## src/rtl/wave_shaper_pkg.sv

```systemverilog
// wave_shaper_pkg: wave encodings, full-scale constants and quarter-sine table generator
package wave_shaper_pkg;
  typedef enum logic [1:0] {WAVE_SAW, WAVE_SQUARE, WAVE_TRI, WAVE_SINE} wave_e;
  localparam logic [15:0] FS_POS = 16'h7FFF;
  localparam logic [15:0] FS_NEG = 16'h8001;
  localparam logic [15:0] FS_MID = 16'h8000;
  localparam logic [15:0] PW_DEFAULT = 16'h8000;
  localparam longint PI_FX = 64'sd3373259426;
  function automatic logic [14:0] sine_entry(input int k, input int aw);
    longint x, t, s, r;
    x = (PI_FX * longint'(2 * k + 1)) >>> (aw + 2);
    t = x;
    s = x;
    for (int n = 1; n <= 6; n++) begin
      t = (t * x) >>> 30;
      t = (t * x) >>> 30;
      t = -t / longint'((2 * n) * (2 * n + 1));
      s = s + t;
    end
    r = (s * 32767 + (longint'(1) <<< 29)) >>> 30;
    return (r > 32767) ? 15'h7FFF : 15'(r);
  endfunction
endpackage

```

## src/rtl/wave_shaper_sine_quarter_rom.sv

```systemverilog
// sine_quarter_rom: synchronous quarter-wave sine magnitude table built at elaboration
module sine_quarter_rom
  import wave_shaper_pkg::*;
#(
  parameter int LUT_ADDR_W = 8
) (
  input  logic                  clk,
  input  logic [LUT_ADDR_W-1:0] addr,
  output logic [14:0]           data
);
  logic [14:0] lut [2**LUT_ADDR_W];
  for (genvar k = 0; k < 2**LUT_ADDR_W; k++) begin : g_lut
    assign lut[k] = sine_entry(k, LUT_ADDR_W);
  end
  always_ff @(posedge clk) data <= lut[addr];
endmodule

```

## src/rtl/wave_shaper.sv

```systemverilog
// wave_shaper: 3-stage phase-to-sample shaper (saw/square/tri/sine); PULSE_WIDTH_EN adds i_pw
module wave_shaper
  import wave_shaper_pkg::*;
#(
  parameter int LUT_ADDR_W = 8
) (
  input  logic        i_clk5MHz,
  input  logic        i_rst,
  input  logic [15:0] i_phase,
  input  logic [1:0]  i_wave_sel,
`ifdef PULSE_WIDTH_EN
  input  logic [15:0] i_pw,
`endif
  output logic [15:0] o_sample,
  output logic        o_valid,
  output logic        o_cycle_start
);
  logic [15:0] phase_prev, p1, saw2, sq2, tri2, tri_u, pw_now, sine3, mux3;
  logic w1, v1, w2, v2, neg2, wrap;
  wave_e sel_active, sel2;
  logic [LUT_ADDR_W-1:0] idx, rom_addr;
  logic [14:0] rom_q;
`ifdef PULSE_WIDTH_EN
  logic [15:0] pw_active;
  assign pw_now = pw_active;
  always_ff @(posedge i_clk5MHz)
    if (i_rst) pw_active <= PW_DEFAULT;
    else if (wrap) pw_active <= i_pw;
`else
  assign pw_now = PW_DEFAULT;
`endif
  assign wrap = i_phase < phase_prev;
  // sel_active/pw_active update on the same edge as p1, so they describe p1
  always_ff @(posedge i_clk5MHz)
    if (i_rst) begin
      phase_prev <= '0;
      p1 <= '0;
      w1 <= 1'b0;
      v1 <= 1'b0;
      sel_active <= WAVE_SAW;
    end else begin
      phase_prev <= i_phase;
      p1 <= i_phase;
      w1 <= wrap;
      v1 <= 1'b1;
      if (wrap) sel_active <= wave_e'(i_wave_sel);
    end
  assign idx = p1[13 -: LUT_ADDR_W];
  assign rom_addr = p1[14] ? ~idx : idx;
  assign tri_u = p1[15] ? ~{p1[14:0], 1'b0} : {p1[14:0], 1'b0};
  sine_quarter_rom #(.LUT_ADDR_W(LUT_ADDR_W)) u_rom (
    .clk (i_clk5MHz),
    .addr(rom_addr),
    .data(rom_q)
  );
  always_comb begin
    sine3 = neg2 ? -{1'b0, rom_q} : {1'b0, rom_q};
    mux3 = sel2 == WAVE_SAW ? saw2 : sel2 == WAVE_SQUARE ? sq2 : sel2 == WAVE_TRI ? tri2 : sine3;
  end
  always_ff @(posedge i_clk5MHz)
    if (i_rst) begin
      saw2 <= '0;
      sq2 <= '0;
      tri2 <= '0;
      neg2 <= 1'b0;
      w2 <= 1'b0;
      v2 <= 1'b0;
      sel2 <= WAVE_SAW;
      o_sample <= '0;
      o_cycle_start <= 1'b0;
      o_valid <= 1'b0;
    end else begin
      saw2 <= p1 ^ FS_MID;
      sq2 <= (p1 < pw_now) ? FS_POS : FS_NEG;
      tri2 <= tri_u ^ FS_MID;
      neg2 <= p1[15];
      w2 <= w1;
      v2 <= v1;
      sel2 <= sel_active;
      o_sample <= v2 ? mux3 : '0;
      o_cycle_start <= v2 & w2;
      o_valid <= v2;
    end
endmodule

```

## config.mk

```make
export PLATFORM = sky130hd
export DESIGN_NAME = wave_shaper
export DESIGN_NICKNAME = d
export VERILOG_FILES = /design/src/rtl/wave_shaper_pkg.sv /design/src/rtl/wave_shaper_sine_quarter_rom.sv /design/src/rtl/wave_shaper.sv
export SDC_FILE = /design/constraint.sdc
export NUM_CORES = 1
export LEC_CHECK = 0
export CORE_ASPECT_RATIO = 2
export CORE_MARGIN = 2
export CORE_UTILIZATION = 30
export CTS_BUF_LIST = sky130_fd_sc_hd__clkbuf_16
export DETAILED_ROUTE_END_ITERATION = 8
export GPL_TIMING_DRIVEN = 0
export PLACE_DENSITY = 0.45
export SYNTH_ARGS = -nofsm -noshare
export SYNTH_HDL_FRONTEND = slang
export SYNTH_HIERARCHICAL = 1
export SYNTH_SLANG_ARGS = --single-unit
```

## constraint.sdc

```tcl
create_clock -name i_clk5MHz -period 9.23 [get_ports i_clk5MHz]
set_clock_uncertainty 0.2 [all_clocks]
set_input_delay 1.846 -clock i_clk5MHz [delete_from_list [all_inputs] [get_ports i_clk5MHz]]
set_output_delay 1.846 -clock i_clk5MHz [all_outputs]
set_load 0.05 [all_outputs]
```

# [After elaboration in Yosys (flattened, before gate mapping)]
# Memories as Yosys holds them, arrays and structs flattened. A register that Yosys moved wholly into a read port is not among the register bits.
# Index checks and enable logic that the tools add are counted.
[classes] add_sub_neg=1 order_cmp=2 n_eq_ne=2 muxes=8 bitwise_logic=7 n_reduce_logical=3
[op_table] cell="$mux 16" count=6
[op_table] cell="$lt 16x16->1" count=1
[op_table] cell="$lt 16x16->1 const B" count=1
[op_table] cell="$neg 15->16" count=1
[op_table] cell="$not 16->16" count=1
[op_table] cell="$not 8->9" count=1
[op_table] cell="$mux 8" count=1
[op_table] cell="$not 8->8" count=1
[op_table] cell="$reduce_or 2->1" count=2
[op_table] cell="$not 1->1" count=3
[op_table] cell="$eq 2x1->1 const B" count=1
[op_table] cell="$eq 2x2->1 const B" count=1
[op_table] cell="$logic_not 2->1" count=1
[op_table] cell="$and 1x1->1" count=1
[op_table] cell="$mux 1" count=1
[totals] regBits=91 mem_bits_ro=3840 in_bits=20 output_inout_bits=18 n_memories=1
[memory_table] memory="(name not given)" depth=256 word_bits=15 rd=1 rd_ports_with_merged_regs=1 wr=0 line="wave_shaper_sine_quarter_rom.sv:15" rtl="always_ff @(posedge clk) data <= lut[addr];"

# [Longest topological paths before layout]
[depth] word_depth=5 mapped_depth=13

# [Modules after synthesis]
# The synthesis kept the hierarchy.
[by_module_without_submodules] module="sine_quarter_rom" n_inst=1 cells_each=719 area_each_um2=4498.1 seq_area_each_um2=300.3
[by_module_without_submodules] module="wave_shaper" n_inst=1 cells_each=363 area_each_um2=3238.1 seq_area_each_um2=1521.5

# [Worst setup path after synthesis]
# OpenSTA, ideal clock, no wires.
[synth_timing] kind="reg-to-reg" startpoint="register p1[14]" endpoint="register u_rom.data[8]" arrival_ps=3350 setup_slack_ps=5622 stages_incl_launch_ff=13 path_buffers=3 synth_period_minus_slack_ps=3608 cell_sequence="dfxtp_1 -> clkbuf_1 -> xor2_1 -> clkbuf_1 -> inv_1 -> ha_1 -> or2_1 -> buf_6 -> a21oi_2 -> a21oi_1 -> mux4_2 -> a221o_1 -> nand2_1"
[synth_between] elab_chain_len=2
[synth_rtl] item="from (decl)" line="wave_shaper.sv:18" rtl="logic [15:0] phase_prev, p1, saw2, sq2, tri2, tri_u, pw_now, sine3, mux3;"
[synth_rtl] item="from (signal assigned)" line="wave_shaper.sv:43" rtl="p1 <= i_phase;"
[synth_rtl] item="$mux 8" line="wave_shaper.sv:49" rtl="assign rom_addr = p1[14] ? ~idx : idx;"
[synth_rtl] item="named net rom_addr[1]" line="wave_shaper.sv:21" rtl="logic [LUT_ADDR_W-1:0] idx, rom_addr;"
[synth_rtl] item="$not 8->9 (not written as such)" line="wave_shaper_sine_quarter_rom.sv:15"
[synth_rtl] item="to (decl)" line="wave_shaper_sine_quarter_rom.sv:9" rtl="output logic [14:0] data"
# The timed path passes the listed nets, and every way through them passes these cells.
# A chain may end at the register's enable or synchronous reset.

# [Worst setup path after layout]
[layout_timing] startpoint="register p1[14]" endpoint="register u_rom.data[3]"
# The elaborated chain is that of the path after synthesis.

==> run_results.csv <==
group,metric,value,unit
synthesis,yosysWarnings,6,
critical_path,cp-start-kind,"flop",
synthesis,synth_top_area_cell,"dfxtp_1",
global_route,grt_first_pass_wirelength,78400,um
clock_network,path_clk_slew,60,ps
synthesis,synthCells,1082,
cells_and_area,syn_to_final_growth,14.2,%
die,row_count,83,
global_route,grt_max_degree,15,
critical_path,cp_slowest_stage_delay,1300,ps
place,dpl.hpwl,44000,um
routing,wl_per_cell,38.9,um
synthesis,syn-num-nets,1134,
timing,setup_viol,0,
synthesis,synth_area,7740,um^2
die,start_util,30.3,%
critical_path,criticalPathCategory,"flop to flop",
timing,rsz0062_at_grt,"no",
routing,drcViolationCount,0,
timing,fin_ws,2800,ps
clock_network,post_cts_resized,0,
routing,via_count,9789,
synthesis,avgSynthCellArea,7.15,um^2
clock_network,post_cts_buffers,0,
critical_path,critPathMaxFanout,10,
timing,holdWs,249,ps
outcome,status,"finished with violations",
synthesis,yosysSeqAreaShare,23.5,%
critical_path,startpoint,"p1[14]",
timing,hold_viol,0,
cells_and_area,final_util,34.6,%
die,die_area,27200,um^2
clock_network,clockBufferDepth,2,
worst_hold_path,hp-class,"flop to flop",
clock_network,cts-hold-fix-buffers,0,
cells_and_area,n_antenna_cell,0,
synthesis,yosys.cell_types.count,73,
timing,fin_tns_setup,0,ps
critical_path,worstPathRequired,9240,ps
routing,detail-route-antenna-nets,0,
synthesis,async_flop_share,0,%
global_route,antenna_found_initial,0,
cells_and_area,drive_gt1_share,7.12,%
critical_path,reg2reg_to,"u_rom/data[3]",
clock_network,ctsHtreeMaxLevel,3,
critical_path,slowest_stage,"o311ai_0",
outcome,violations,"max-capacitance violations, max-slew violations",
timing,fin_crit,6430,ps
global_route,overflow,0,
critical_path,r2r.worst_path.cells,12,
timing,fmax,0.155,GHz
routing,routed_wl,57500,um
die,io_pins,38,
synthesis,synthTopCellsByCount,"nor2_1 (111), o21ai_0 (111), dfxtp_1 (91)",
synthesis,synth_edf_count,0,
synthesis,synthFlopType,"dfxtp_1",
pwr,power_density,188,nW/um^2
cells_and_area,fin_cells,1477,
pwr,leakage,3.17,nW
die,die_width,118,um
clock_network,cts.sinks,91,
timing,tightest_slew,1590,ps
critical_path,endpoint,"u_rom/data[3]",
routing,drt_iter0_drc,1344,
critical_path,r2r-start,"p1[14]",
timing,max_slew_margin,-7.11,%
place,place_ws,3220,ps
cells_and_area,final_nets,1184,
clock_network,numCtsBuffers,9,
critical_path,worstPathArrival,6440,ps
pwr,irDropWorstVdd,0.0951,mV
global_route,grt_util_all_layers,41.7,%
place,routabilityCongestion,1.16,
place,place.port_buffers,37,
clock_network,clk_latency,350,ps
synthesis,synth.area.top_cells,"dfxtp_1 (24%), o21ai_0 (7.2%), a21oi_1 (5.4%)",
place,placedCellCount,1460,
clock_network,cts_root_buf,"clkbuf_16",
critical_path,r2r_slack,2800,ps
timing,slew_violations,4,
timing,period_share,69.7,%
routing,viasPerCell,6.63,
synthesis,synth-seq-cells,91,
critical_path,cpMostUsedCell,"clkbuf_1",
global_route,first_global_vias,9731,
clock_network,cts_tree,"built",
synthesis,synth_top_area_share,23.5,%
die,core_area,25500,um^2
critical_path,crit_path_end_kind,"flop",
routing,drtPass1Iterations,7,
die,die_h,231,um
run,cap_violations,2,
critical_path,path_cells,"clkbuf_1 -> xor2_1 -> clkbuf_1 -> inv_1 -> ha_1 -> clkbuf_1 -> nor2_1 -> nor2_1 -> o311ai_0 -> nand4_1 -> nand3_1 -> o21ai_0",
==> registers in the layout, indices dropped and copies added (netlist names) <==
signal,cells
saw2,15
u_rom/data,15
tri2,16
o_sample,16
sel_active,2
sq2,3
o_valid,1
sel2,2
o_cycle_start,1
v1,1
w2,1
p1,16
w1,1
v2,1
==> layout by cell type, fill, tap and decap left out, types with 10 or more instances in the layout <==
cell / count
a211oi_1: 22
ha_1: 32
o22ai_1: 11
a311oi_1: 14
dfxtp_1: 91
nand3_1: 27
buf_2: 36
clkbuf_1: 58
o211ai_1: 16
a21oi_1: 84
inv_1: 34
nor2b_1: 54
nand2b_1: 26
a31oi_1: 21
o311ai_0: 15
nand2_1: 78
and2_1: 10
xor2_1: 17
nor3_1: 37
o31ai_1: 11
o21ai_0: 111
xnor2_1: 20
nor2_1: 111
or3_1: 14
clkdlybuf4s50_1: 37
==> layout make-up <==
cell class | instances | area (um^2)
multi-input cells | 849 | 5290
well taps | 340 | 425
clock inverters | 7 | 60.1
plain buffers | 108 | 502
repair buffers | 39 | 385
inverters | 34 | 128
clock buffers | 9 | 225
flip-flops and latches | 91 | 1820
fillers | 2869 | 16700
==> worst min path at each step <==
stage	start	to	cells past startpoint
after floorplan	w2	o_cycle_start	1
after CTS	v1	v2	1
final	w1	w2	1
after global placement	w1	w2	1
after detailed placement	v1	v2	1
after global routing	w1	w2	1
==> logic make-up after synthesis <==
| family | synth area share, % |
|---|---|
| simple gates | 24.8 |
| compound gates | 31.3 |
| mux | 2.93 |
| buf+inv | 8.14 |
| flops | 23.5 |
| xor+xnor | 4.19 |
| fa+ha+maj | 5.18 |
==> through the flow <==
stage | cell area [um^2] | power, W
global placement | 8530 | 0.00126
detailed placement | 8540 | 0.00124
floorplan | 7740 | 0.000889
global route | 8830 | 0.00169
finish | 8830 | 0.00166
CTS | 8830 | 0.00160
==> where the power goes <==
| group | total (W) | switching (W) | internal, W | leakage (nW) |
|---|---|---|---|---|
| registers | 0.000462 | 0.0000337 | 0.000429 | 0.753 |
| logic | 0.000839 | 0.000616 | 0.000223 | 2.27 |
| clock network | 0.000360 | 0.000154 | 0.000206 | 0.144 |
==> worst max-delay path: cells and delay by family (launching register included) <==
family	cells	cell delay [ps]
adders and majority gates	1	360
buffers and inverters	4	1700
AOI/OAI and AO/OA	2	1460
DFF	1	300
xor gates and xnor gates	1	610
and+or+nand+nor	4	1640
==> layer usage <==
| metal | track usage, % | vias to the layer above | wire [um] |
|---|---|---|---|
| met2 | 71.5 | 784 | 27200 |
| li1 | - | 4036 | - |
| met4 | 52.6 | 0 | 9220 |
| met5 | 1.10 | - | 0 |
| met3 | 11.8 | 396 | 4910 |
| met1 | 34.4 | 4573 | 16100 |
Power figures use the tool's default switching activity.
